===== src/rtl/alu_seq_loader_if.sv =====
// Operator-facing bus of the operand loader / ALU: switch inputs in, result and flags out.
// master drives the switches (board or bench), slave is the loader itself.
interface alu_seq_loader_if #(
  parameter int NB_DATA = 8,
  parameter int NB_OP   = 6,
  parameter int NB_IN   = 8
);
  logic [NB_IN-1:0]   i_dato;
  logic [1:0]         i_sw;
  logic               i_mode;
  logic               i_load;
  logic               i_clear;
  logic [NB_DATA-1:0] o_result;
  logic               o_zero;
  logic               o_carry;
  logic               o_ovf;
  logic               o_err;
  logic               o_valid;
  logic [1:0]         o_state;

  modport master (
    output i_dato, i_sw, i_mode, i_load, i_clear,
    input  o_result, o_zero, o_carry, o_ovf, o_err, o_valid, o_state
  );

  modport slave (
    input  i_dato, i_sw, i_mode, i_load, i_clear,
    output o_result, o_zero, o_carry, o_ovf, o_err, o_valid, o_state
  );
endinterface


===== src/rtl/alu_seq_loader.sv =====
// Captures A, B and opcode from a shared switch bus on load-button edges (manual or
// auto-advancing), then executes once and registers the result with status flags.
module alu_seq_loader #(
  parameter int NB_DATA = 8,
  parameter int NB_OP   = 6,
  parameter int NB_IN   = 8
) (
  input  logic              clk,
  input  logic              i_rst_n,
  alu_seq_loader_if.slave   bus
);

  localparam logic [1:0] S_A    = 2'b00;
  localparam logic [1:0] S_B    = 2'b01;
  localparam logic [1:0] S_OP   = 2'b10;
  localparam logic [1:0] S_EXEC = 2'b11;

  localparam logic [NB_OP-1:0] OP_ADD = 6'b100000;
  localparam logic [NB_OP-1:0] OP_SUB = 6'b100010;
  localparam logic [NB_OP-1:0] OP_AND = 6'b100100;
  localparam logic [NB_OP-1:0] OP_OR  = 6'b100101;
  localparam logic [NB_OP-1:0] OP_XOR = 6'b100110;
  localparam logic [NB_OP-1:0] OP_NOR = 6'b100111;
  localparam logic [NB_OP-1:0] OP_SRA = 6'b000011;
  localparam logic [NB_OP-1:0] OP_SRL = 6'b000010;

  localparam int MSB = NB_DATA - 1;

  logic [NB_DATA-1:0] a_reg, b_reg, result_reg;
  logic [NB_OP-1:0]   op_reg;
  logic [1:0]         state_reg;
  logic               load_q_reg, mode_q_reg;
  logic               zero_reg, carry_reg, ovf_reg, err_reg, valid_reg;

  logic               ld, mode_chg;
  logic [NB_DATA:0]   sum_ext, diff_ext;
  logic               shift_big;
  logic [NB_DATA-1:0] srl_val, sra_val;
  logic [NB_DATA-1:0] alu_res;
  logic               alu_carry, alu_ovf, alu_err, alu_zero;

  assign ld       = bus.i_load & ~load_q_reg;
  assign mode_chg = bus.i_mode ^ mode_q_reg;

  assign sum_ext  = {1'b0, a_reg} + {1'b0, b_reg};
  assign diff_ext = {1'b0, a_reg} - {1'b0, b_reg};

  // NB_DATA always fits in NB_DATA bits (n < 2**n), so the compare stays at operand width.
  assign shift_big = (b_reg >= NB_DATA'(NB_DATA));
  assign srl_val   = shift_big ? '0 : (a_reg >> b_reg);
  assign sra_val   = shift_big ? {NB_DATA{a_reg[MSB]}} : $unsigned($signed(a_reg) >>> b_reg);

  always_comb begin
    alu_res   = '0;
    alu_carry = 1'b0;
    alu_ovf   = 1'b0;
    alu_err   = 1'b0;
    case (op_reg)
      OP_ADD: begin
        alu_res   = sum_ext[MSB:0];
        alu_carry = sum_ext[NB_DATA];
        alu_ovf   = (a_reg[MSB] == b_reg[MSB]) && (sum_ext[MSB] != a_reg[MSB]);
      end
      OP_SUB: begin
        // The extra bit of the widened difference is exactly the unsigned borrow (A < B).
        alu_res   = diff_ext[MSB:0];
        alu_carry = diff_ext[NB_DATA];
        alu_ovf   = (a_reg[MSB] != b_reg[MSB]) && (diff_ext[MSB] != a_reg[MSB]);
      end
      OP_AND:  alu_res = a_reg & b_reg;
      OP_OR:   alu_res = a_reg | b_reg;
      OP_XOR:  alu_res = a_reg ^ b_reg;
      OP_NOR:  alu_res = ~(a_reg | b_reg);
      OP_SRA:  alu_res = sra_val;
      OP_SRL:  alu_res = srl_val;
      default: alu_err = 1'b1;
    endcase
  end

  assign alu_zero = (alu_res == '0);

  always_ff @(posedge clk) begin
    if (!i_rst_n) begin
      a_reg      <= '0;
      b_reg      <= '0;
      op_reg     <= '0;
      state_reg  <= S_A;
      load_q_reg <= 1'b0;
      mode_q_reg <= 1'b0;
      result_reg <= '0;
      zero_reg   <= 1'b0;
      carry_reg  <= 1'b0;
      ovf_reg    <= 1'b0;
      err_reg    <= 1'b0;
      valid_reg  <= 1'b0;
    end else begin
      load_q_reg <= bus.i_load;
      mode_q_reg <= bus.i_mode;
      valid_reg  <= 1'b0;
      if (bus.i_clear) begin
        a_reg      <= '0;
        b_reg      <= '0;
        op_reg     <= '0;
        result_reg <= '0;
        zero_reg   <= 1'b0;
        carry_reg  <= 1'b0;
        ovf_reg    <= 1'b0;
        err_reg    <= 1'b0;
        state_reg  <= S_A;
      end else if (state_reg == S_EXEC) begin
        result_reg <= alu_res;
        zero_reg   <= alu_zero;
        carry_reg  <= alu_carry;
        ovf_reg    <= alu_ovf;
        err_reg    <= alu_err;
        valid_reg  <= 1'b1;
        state_reg  <= S_A;
      end else if (mode_chg) begin
        // Switching mode mid-sequence restarts the sequence; operands are kept.
        state_reg <= S_A;
      end else if (ld) begin
        if (!bus.i_mode) begin
          case (bus.i_sw)
            2'b00: begin
              a_reg     <= bus.i_dato[NB_DATA-1:0];
              state_reg <= S_A;
            end
            2'b01: begin
              b_reg     <= bus.i_dato[NB_DATA-1:0];
              state_reg <= S_A;
            end
            2'b10: begin
              op_reg    <= bus.i_dato[NB_OP-1:0];
              state_reg <= S_EXEC;
            end
            default: ;
          endcase
        end else begin
          case (state_reg)
            S_A: begin
              a_reg     <= bus.i_dato[NB_DATA-1:0];
              state_reg <= S_B;
            end
            S_B: begin
              b_reg     <= bus.i_dato[NB_DATA-1:0];
              state_reg <= S_OP;
            end
            S_OP: begin
              op_reg    <= bus.i_dato[NB_OP-1:0];
              state_reg <= S_EXEC;
            end
            default: state_reg <= S_A;
          endcase
        end
      end
    end
  end

  assign bus.o_result = result_reg;
  assign bus.o_zero   = zero_reg;
  assign bus.o_carry  = carry_reg;
  assign bus.o_ovf    = ovf_reg;
  assign bus.o_err    = err_reg;
  assign bus.o_valid  = valid_reg;
  assign bus.o_state  = state_reg;

endmodule


===== src/flat_wrapper.sv =====
// flat-port wrapper written by rule: the top's interface ports become plain ports
module alu_seq_loader_flat 
#(
  parameter int NB_DATA = 8,
  parameter int NB_OP   = 6,
  parameter int NB_IN   = 8
)
  (clk, i_rst_n, bus_i_dato, bus_i_sw, bus_i_mode, bus_i_load, bus_i_clear, bus_o_result, bus_o_zero, bus_o_carry, bus_o_ovf, bus_o_err, bus_o_valid, bus_o_state);
  alu_seq_loader_if #(.NB_DATA(NB_DATA), .NB_OP(NB_OP), .NB_IN(NB_IN)) bus_i ();
  input  logic clk;
  input  logic i_rst_n;
  input wire logic [$bits(bus_i.i_dato)-1:0] bus_i_dato;
  input wire logic [$bits(bus_i.i_sw)-1:0] bus_i_sw;
  input wire logic [$bits(bus_i.i_mode)-1:0] bus_i_mode;
  input wire logic [$bits(bus_i.i_load)-1:0] bus_i_load;
  input wire logic [$bits(bus_i.i_clear)-1:0] bus_i_clear;
  output wire logic [$bits(bus_i.o_result)-1:0] bus_o_result;
  output wire logic [$bits(bus_i.o_zero)-1:0] bus_o_zero;
  output wire logic [$bits(bus_i.o_carry)-1:0] bus_o_carry;
  output wire logic [$bits(bus_i.o_ovf)-1:0] bus_o_ovf;
  output wire logic [$bits(bus_i.o_err)-1:0] bus_o_err;
  output wire logic [$bits(bus_i.o_valid)-1:0] bus_o_valid;
  output wire logic [$bits(bus_i.o_state)-1:0] bus_o_state;
  assign bus_i.i_dato = bus_i_dato;
  assign bus_i.i_sw = bus_i_sw;
  assign bus_i.i_mode = bus_i_mode;
  assign bus_i.i_load = bus_i_load;
  assign bus_i.i_clear = bus_i_clear;
  assign bus_o_result = bus_i.o_result;
  assign bus_o_zero = bus_i.o_zero;
  assign bus_o_carry = bus_i.o_carry;
  assign bus_o_ovf = bus_i.o_ovf;
  assign bus_o_err = bus_i.o_err;
  assign bus_o_valid = bus_i.o_valid;
  assign bus_o_state = bus_i.o_state;
  alu_seq_loader #(.NB_DATA(NB_DATA), .NB_OP(NB_OP), .NB_IN(NB_IN)) u_core (.clk(clk), .i_rst_n(i_rst_n), .bus(bus_i));
endmodule

===== config.mk =====
export PLATFORM = sky130hd
export DESIGN_NAME = alu_seq_loader_flat
export DESIGN_NICKNAME = d
export VERILOG_FILES = /design/src/rtl/alu_seq_loader_if.sv /design/src/rtl/alu_seq_loader.sv /design/src/flat_wrapper.sv
export SDC_FILE = /design/constraint.sdc
export NUM_CORES = 1
export LEC_CHECK = 0
export CAP_MARGIN = 40
export CELL_PAD_IN_SITES_DETAIL_PLACEMENT = 0
export CELL_PAD_IN_SITES_GLOBAL_PLACEMENT = 1
export CORE_UTILIZATION = 40
export DETAILED_ROUTE_END_ITERATION = 16
export PLACE_DENSITY_LB_ADDON = 0.05
export SKIP_LAST_GASP = 1
export SLEW_MARGIN = 10
export SYNTH_ARGS = -nofsm -noshare
export SYNTH_HDL_FRONTEND = slang
export SYNTH_SLANG_ARGS = --single-unit

===== constraint.sdc =====
create_clock -name clk -period 4.9 [get_ports clk]
set_clock_uncertainty 0.2 [all_clocks]
set_input_delay 0.735 -clock clk [delete_from_list [all_inputs] [get_ports clk]]
set_output_delay 0.735 -clock clk [all_outputs]
set_load 0.01 [all_outputs]

# Word-level counts from Yosys, hierarchy flattened
# Index checks and enable logic that the tools add are counted.
# word_totals
reg_bits	39
wordCells	83
# classes
add_sub_neg	2
magnitude_cmp	1
n_eq_ne	20
n_shift	2
muxes	19
n_bitwise	10
n_reduce_logical	17
# op_table
operator	n
$mux 8	8
$pmux 8 s8	1
$eq 6x6->1 const B	6
$mux 6	3
$reduce_and 5->1	3
$eq 6x2->1 const B	2
$add 8x8->9	1
$sub 8x8->9	1
$and 8x8->8	1
$ge 8x4->1 const B	1
$logic_not 8->1	1
$not 8->8	1
$or 8x8->8	1
$reduce_or 8->1	1
$shr 8x8->8	1
$sshr 8x8->8	1
$xor 8x8->8	1
$eq 2x2->1 const B	3
$ne 2x1->1 const B	3
$pmux 2 s3	1
$reduce_bool 2->1	3
$eq 2x1->1 const B	2
$logic_not 2->1	2
$not 1->1	4
other kinds (13)	19

# Longest topological paths before layout
# Gate-level depths: netlist (run 1).
# depth
ltp_word	4
ltp_mapped	12

# Worst setup path after synthesis (run 1)
# OpenSTA, ideal clock, no wires.
# synth_path
path_kind	reg2reg
startpoint	reg u_core.b_reg[2]
endpoint	reg u_core.zero_reg, in the netlist u_core.bus.o_zero
setup_time_ps	117
arrival_time_ps	2472
required_ps	4583
path_slack_ps	2110
stages_incl_launch_ff	11
period_less_slack_ps	2790
path_cell_list	dfxtp_1 clkbuf_1 inv_1 ha_1 a21o_1 a221o_1 a21o_1 a21boi_0 xnor2_1 a211oi_1 a32o_1
# synth_between
elab_chain_len	4
elab_cells_between_ends	13
classes_between	add/sub (2); order compare (1); shift (2); mux (3); bitwise (4); reduce/logical (1)
# synth_rtl
item	line_no	rtl
start, declared	alu_seq_loader.sv:29	logic [NB_DATA-1:0] a_reg, b_reg, result_reg;
start signal, assigned	alu_seq_loader.sv:129	b_reg <= bus.i_dato[NB_DATA-1:0];
start signal, assigned	alu_seq_loader.sv:145	b_reg <= bus.i_dato[NB_DATA-1:0];
$ge 8x4->1 (tied with other cells)	alu_seq_loader.sv:49	assign shift_big = (b_reg >= NB_DATA'(NB_DATA));
$mux 8 (tied with other cells)	alu_seq_loader.sv:50	assign srl_val = shift_big ? '0 : (a_reg >> b_reg);
$pmux 8 s8 (*)	alu_seq_loader.sv:58	case (op_reg)
$logic_not 8->1 (*)	alu_seq_loader.sv:80	assign alu_zero = (alu_res == '0);
end signal, assigned	alu_seq_loader.sv:112	zero_reg <= alu_zero;
end, declared	alu_seq_loader.sv:33	logic zero_reg, carry_reg, ovf_reg, err_reg, valid_reg;
# Mark *: on every way between the ends. The rest lies on a longest branch, timed or not.
# A chain may end at the register's enable or synchronous reset.

# Worst setup path after layout (run 1)
# layout_path
startpoint	reg u_core.b_reg[1]
endpoint	reg u_core.zero_reg, in the netlist u_core.bus.o_zero
# The elaborated chain is that of the path after synthesis.

==> results.json, run 1 <==
{
  "synth_area_leaders": "dfxtp_1, ha_1, mux2i_1, nor2_1, a21oi_1",
  "rsz0062_at_grt": "no",
  "die-area_um2": 8480,
  "swShare_pct": 23.1,
  "fmax_ghz": 0.302,
  "synth_cell_types": 63,
  "fin_hold_ws_ps": 257,
  "irDropWorstVdd_mv": 0.176,
  "cts.repair.resized": 0,
  "path_class": "register to register",
  "final_max_slew_viol_count": 0,
  "p_int_mw": 0.515,
  "fin_ws_ps": 1590,
  "synth-edff-count": 0,
  "grt_antenna_before_repair": 0,
  "start_util_pct": 41.6,
  "clkPwrFrac_pct": 41.8,
  "worstMarginPinSlew_ps": 688,
  "clock_path_buffers": 2,
  "cp_cell_sequence": "inv_1 > ha_1 > o21bai_1 > a21oi_1 > xnor2_1 > o32ai_1 > a311oi_1 > nand2_1 > nor4_1 > a32o_1",
  "period_share_pct": 67.6,
  "numCtsBuffers": 5,
  "fin_cells": 529,
  "clk_latency_ps": 290,
  "start_kind": "register",
  "p_per_area_nw_per_um2": 179,
  "max_stage_delay_ps": 730,
  "grt_pass1_vias": 2851,
  "place_hpwl_um": 7240,
  "combPwrFrac_pct": 9.8,
  "cts-root-buf": "clkbuf_8",
  "wl_per_cell_um": 17.6,
  "diodes": 0,
  "synth_top_area_cell": "dfxtp_1",
  "finalSetupViolCount": 0,
  "row_count": 32,
  "status": "completed",
  "grt_usage_pct": 23.1,
  "worst-path-max-fanout": 18,
  "hold_viol": 0,
  "cap_viol_max_count": 0,
  "wirelength_um": 9320,
  "place_congestion": 0.902,
  "antenna_left": 0,
  "num-fill-cells": 766,
  "vias": 2986,
  "grt_pass1_wl_um": 15200,
  "netlist.area_leader.share_pct": 24.0,
  "ys_seq_area_share_pct": 24.0,
  "pin_count": 30,
  "p_leak_nw": 1.27,
  "layout-area-overhead-vs-synth_pct": 14.9,
  "setup_tns_ps": 0,
  "dp_cells": 521,
  "slew_headroom_pct": 54.1,
  "cts_hold_buf": 0,
  "drc_errors": 0,
  "die_y_um": 92.1,
  "first_pass_iters": 5,
  "fp.dieW_um": 92.1,
  "synth_area_um2": 3250,
  "crit_slowest_cell": "dfxtp_1",
  "numPortBuffers": 29,
  "period_needed_ps": 3310,
  "cts_max_level": 2,
  "grt_overflow": 0,
  "cts_setup_buffers": 0,
  "clock_sinks": 39,
  "first_iter_violations": 265,
  "drt-vias-per-instance": 5.64,
  "synthFlopType": "dfxtp_1",
  "pre_cts_ws_ps": 1430,
  "cts.reportedPaths.clkPinSlew_ps": 80,
  "worstPathArrival_ps": 3350,
  "cp.required_ps": 4940,
  "avgSynthCellArea_um2": 7.94,
  "hold_path_class": "register to register",
  "worstSetupEndpointType": "register",
  "synth_warnings": 0,
  "syn_inst": 409,
  "p_seq_share_pct": 48.4,
  "coreArea_um2": 7810,
  "cts_tree": "yes",
  "layout-drive-gt1-share_pct": 6.09,
  "r2r_setup_slack_ps": 1590,
  "p_sw_mw": 0.155,
  "syn-num-nets": 455,
  "ys_async_sr_fraction_pct": 0,
  "layout.nets": 472,
  "yosys_register_bits": 39,
  "grt_max_degree": 38
}
==> placed cells by master, fill, tap and decap left out, types with 3 or more instances in the layout <==
cell             instances
a211oi_1                11
a21o_1                   6
a21oi_1                 26
a31oi_1                  7
and2_1                   5
buf_4                    3
clkbuf_8                 6
clkdlybuf4s50_1         29
dfxtp_1                 39
ha_1                    29
inv_1                   29
mux2i_1                 35
mux4_2                   3
nand2_1                 31
nand2b_1                 8
nand3_1                  6
nand3b_1                 4
nor2_1                  52
nor3_1                  10
o211ai_1                 4
o21ai_0                 17
or3_1                    5
xnor2_1                  8
==> synthesized netlist by cell type (all sizes together), types with 4 or more instances <==
master,count
inv,29
xnor2,8
nor3,10
a31oi,7
a21oi,27
buf,7
ha,29
nor2,54
o21ai,18
nand3,6
o211ai,4
nand2b,8
nand3b,4
nand2,31
mux2i,35
a211oi,12
dfxtp,39
a21o,6
or3,7
clkbuf,16
and2,5
==> per-stage QoR <==
step | utilization (%) | power (mW) | cell area [um2]
finish | 47.8 | 0.669 | 3730
global route | 47.8 | 0.694 | 3730
CTS | 47.8 | 0.675 | 3730
detailed placement | 46.3 | 0.396 | 3620
global placement | 46.0 | 0.397 | 3590
floorplan | - | 0.371 | 3250
==> worst paths after layout <==
| check | from | to | cells after the start |
|---|---|---|---|
| setup reg to reg | u_core.b_reg[1] | u_core.bus.o_zero | 10 |
| setup / recovery | u_core.b_reg[1] | u_core.bus.o_zero | 10 |
| hold / removal | u_core.bus.o_err | u_core.bus.o_err | 2 |
| hold reg to reg | u_core.bus.o_err | u_core.bus.o_err | 2 |
==> power groups by stage <==
stage	clock network [mW]	logic, mW	registers (mW)
2_1_floorplan	0	0.0420	0.329
3_3_place_gp	0	0.0649	0.332
3_5_place_dp	0	0.0651	0.331
4_1_cts	0.286	0.0655	0.324
5_1_grt	0.298	0.0720	0.324
6_report	0.280	0.0657	0.324
==> cell families after synthesis <==
kind of cell	synth area share [%]
buffers and inverters	6.43
AOI/OAI and AO/OA	20.5
muxes	12.9
and+or+nand+nor	21.1
DFF	24.0
adders and majority gates	12.4
xor gates and xnor gates	2.70
==> worst max-delay path: cells and delay by family, from the launching register on <==
| kind | cells | cell delay, ps |
|---|---|---|
| xor+xnor | 1 | 240 |
| flops | 1 | 730 |
| compound gates | 5 | 1110 |
| fa+ha+maj | 1 | 390 |
| simple gates | 2 | 300 |
| buf+inv | 1 | 290 |
==> layout make-up <==
type / count / area, um2 / area share [%]
Timing Repair Buffer: 33 / 340 / 9.12
Tap cell: 102 / 128 / 3.42
Inverter: 29 / 109 / 2.92
Sequential cell: 39 / 781 / 20.9
Clock buffer: 6 / 82.6 / 2.21
Clock inverter: 2 / 35.0 / 0.938
Multi-Input combinational cell: 318 / 2260 / 60.5
==> layer usage <==
metal	GRT usage, %	vias up	share of wire, %
li1	-	1482	-
met1	31.8	1392	47
met2	37.3	93	46
met3	2.90	19	4.3
met4	7.29	0	2.1
met5	0	-	0
Note: power is estimated with default switching activity, not from simulation.
==> run 2: changes to the inputs <==
==> constraint.sdc (replaced) <==
create_clock -name clk -period 3.3 [get_ports clk]
set_clock_uncertainty 0.2 [all_clocks]
set_input_delay 0.495 -clock clk [delete_from_list [all_inputs] [get_ports clk]]
set_output_delay 0.495 -clock clk [all_outputs]
set_load 0.01 [all_outputs]
==> results.json, run 2 (same netlist as run 1, synthesis figures left out) <==
{
  "grt_pass1_wl_um": 15200,
  "pre_cts_ws_ps": 321,
  "worstPathArrival_ps": 3010,
  "cts_tree": "yes",
  "row_count": 32,
  "hold_viol": 0,
  "die-area_um2": 8480,
  "clock_path_buffers": 2,
  "grt_overflow": 0,
  "diodes": 0,
  "clk_latency_ps": 290,
  "grt_max_degree": 33,
  "final_util_pct": 48.5,
  "place_hpwl_um": 7240,
  "cts_max_level": 2,
  "layout-drive-gt1-share_pct": 8.82,
  "place_congestion": 0.849,
  "layout-area-overhead-vs-synth_pct": 16.7,
  "p_int_mw": 0.673,
  "numCtsBuffers": 5,
  "worstSetupEndpointType": "register",
  "cts-root-buf": "clkbuf_8",
  "cap_viol_max_count": 0,
  "num-fill-cells": 797,
  "layout.nets": 487,
  "first_pass_iters": 5,
  "numPortBuffers": 29,
  "irDropWorstVdd_mv": 0.125,
  "coreArea_um2": 7810,
  "setup_tns_ps": 0,
  "cts_setup_buffers": 0,
  "period_share_pct": 90.2,
  "clock_sinks": 39,
  "fin_ws_ps": 322,
  "start_kind": "register",
  "fin_cells": 544,
  "first_iter_violations": 210,
  "vias": 3028,
  "final_max_slew_viol_count": 0,
  "drt-vias-per-instance": 5.57,
  "worst-path-max-fanout": 4,
  "swShare_pct": 25.1,
  "fp.dieW_um": 92.1,
  "wirelength_um": 9310,
  "wl_per_cell_um": 17.1,
  "finalSetupViolCount": 0,
  "slew_headroom_pct": 45.8,
  "start_util_pct": 41.6,
  "grt_pass1_vias": 2833,
  "status": "completed",
  "drc_errors": 0,
  "worstMarginPinSlew_ps": 802,
  "grt_usage_pct": 23.1,
  "die_y_um": 92.1,
  "r2r_setup_slack_ps": 320,
  "fmax_ghz": 0.336,
  "p_leak_nw": 1.32,
  "dp_cells": 536,
  "hold_path_class": "register to register",
  "fin_hold_ws_ps": 261,
  "pin_count": 30,
  "clkPwrFrac_pct": 35.0,
  "cts.repair.resized": 0,
  "layout_common_cells": "nor2_1, dfxtp_1, mux2i_1",
  "cts_hold_buf": 0,
  "final_common_cell": "nor2_1",
  "grt_antenna_before_repair": 0,
  "antenna_left": 0,
  "p_sw_mw": 0.225,
  "cp.required_ps": 3330,
  "p_per_area_nw_per_um2": 237,
  "p_seq_share_pct": 53.3,
  "period_needed_ps": 2980,
  "path_class": "register to register",
  "cts.reportedPaths.clkPinSlew_ps": 80,
  "rsz0062_at_grt": "no",
  "combPwrFrac_pct": 11.7
}
==> run 2: changes by cell type in the layout (fill, tap and decap cells not counted) <==
cell | before | now
clkbuf_8 | 6 | 5
buf_4 | 3 | 19
clkbuf_1 | 0 | 2
buf_16 | 1 | 0
bufinv_16 | 1 | 0
==> run 2: worst paths after layout <==
| kind | from | end | cells past startpoint |
|---|---|---|---|
| worst max register to register | u_core.a_reg[0] | u_core.bus.o_zero | 12 |
| worst max-delay path | u_core.a_reg[0] | u_core.bus.o_zero | 12 |
| worst min-delay path | u_core.bus.o_err | u_core.bus.o_err | 2 |
| worst min register to register | u_core.bus.o_err | u_core.bus.o_err | 2 |
==> run 2: through the flow <==
| step | area, um2 | total power, mW |
|---|---|---|
| after global placement | 3710 | 0.594 |
| after floorplan | 3250 | 0.551 |
| after CTS | 3790 | 0.908 |
| after global routing | 3790 | 0.944 |
| after detailed placement | 3710 | 0.594 |
| final | 3790 | 0.898 |
==> run 2: per-layer routing <==
metal	vias up	share of wire, %	GRT usage (%)
met4	0	1.6	5.21
met3	13	4.1	3.23
met1	1432	47	32.1
met2	72	47	37.6
li1	1511	-	-
met5	-	0	0
==> run 2: final cells by class <==
type / instances / area (um2) / area share, %
Tap cell: 102 / 128 / 3.37
Multi-Input combinational cell: 318 / 2260 / 59.6
Clock buffer: 7 / 76.3 / 2.01
Inverter: 29 / 109 / 2.87
Sequential cell: 39 / 781 / 20.6
Clock inverter: 1 / 5.00 / 0.132
Timing Repair Buffer: 48 / 433 / 11.4
==> run 2: power by group through the flow <==
stage / registers [mW] / clock network (mW) / logic (mW)
4_1_cts: 0.478 / 0.324 / 0.105
6_report: 0.478 / 0.315 / 0.105
2_1_floorplan: 0.489 / 0 / 0.0624
3_5_place_dp: 0.489 / 0 / 0.104
3_3_place_gp: 0.489 / 0 / 0.104
5_1_grt: 0.479 / 0.350 / 0.115
==> run 2: critical path, cell delays in order (launching register included) <==
cell and delay, ps:
dfxtp_1 340, inv_1 80, ha_1 180, inv_1 70, fa_1 450, nor3b_1 160, a211o_1 290, a21oi_1 180
xnor2_1 120, a221oi_2 300, nand2_1 80, nor4_1 260, a32o_1 210
==> run 3: changes to the inputs <==
--- a/config.mk
+++ b/config.mk
@@ -5,6 +5,7 @@
 export SDC_FILE = /design/constraint.sdc
 export NUM_CORES = 1
 export LEC_CHECK = 0
+export ABC_CLOCK_PERIOD_IN_PS = 3300
 export CAP_MARGIN = 40
 export CELL_PAD_IN_SITES_DETAIL_PLACEMENT = 0
 export CELL_PAD_IN_SITES_GLOBAL_PLACEMENT = 1
==> results of run 3 <==
The final DEF is identical to that of run 2; final timing and power are the same.
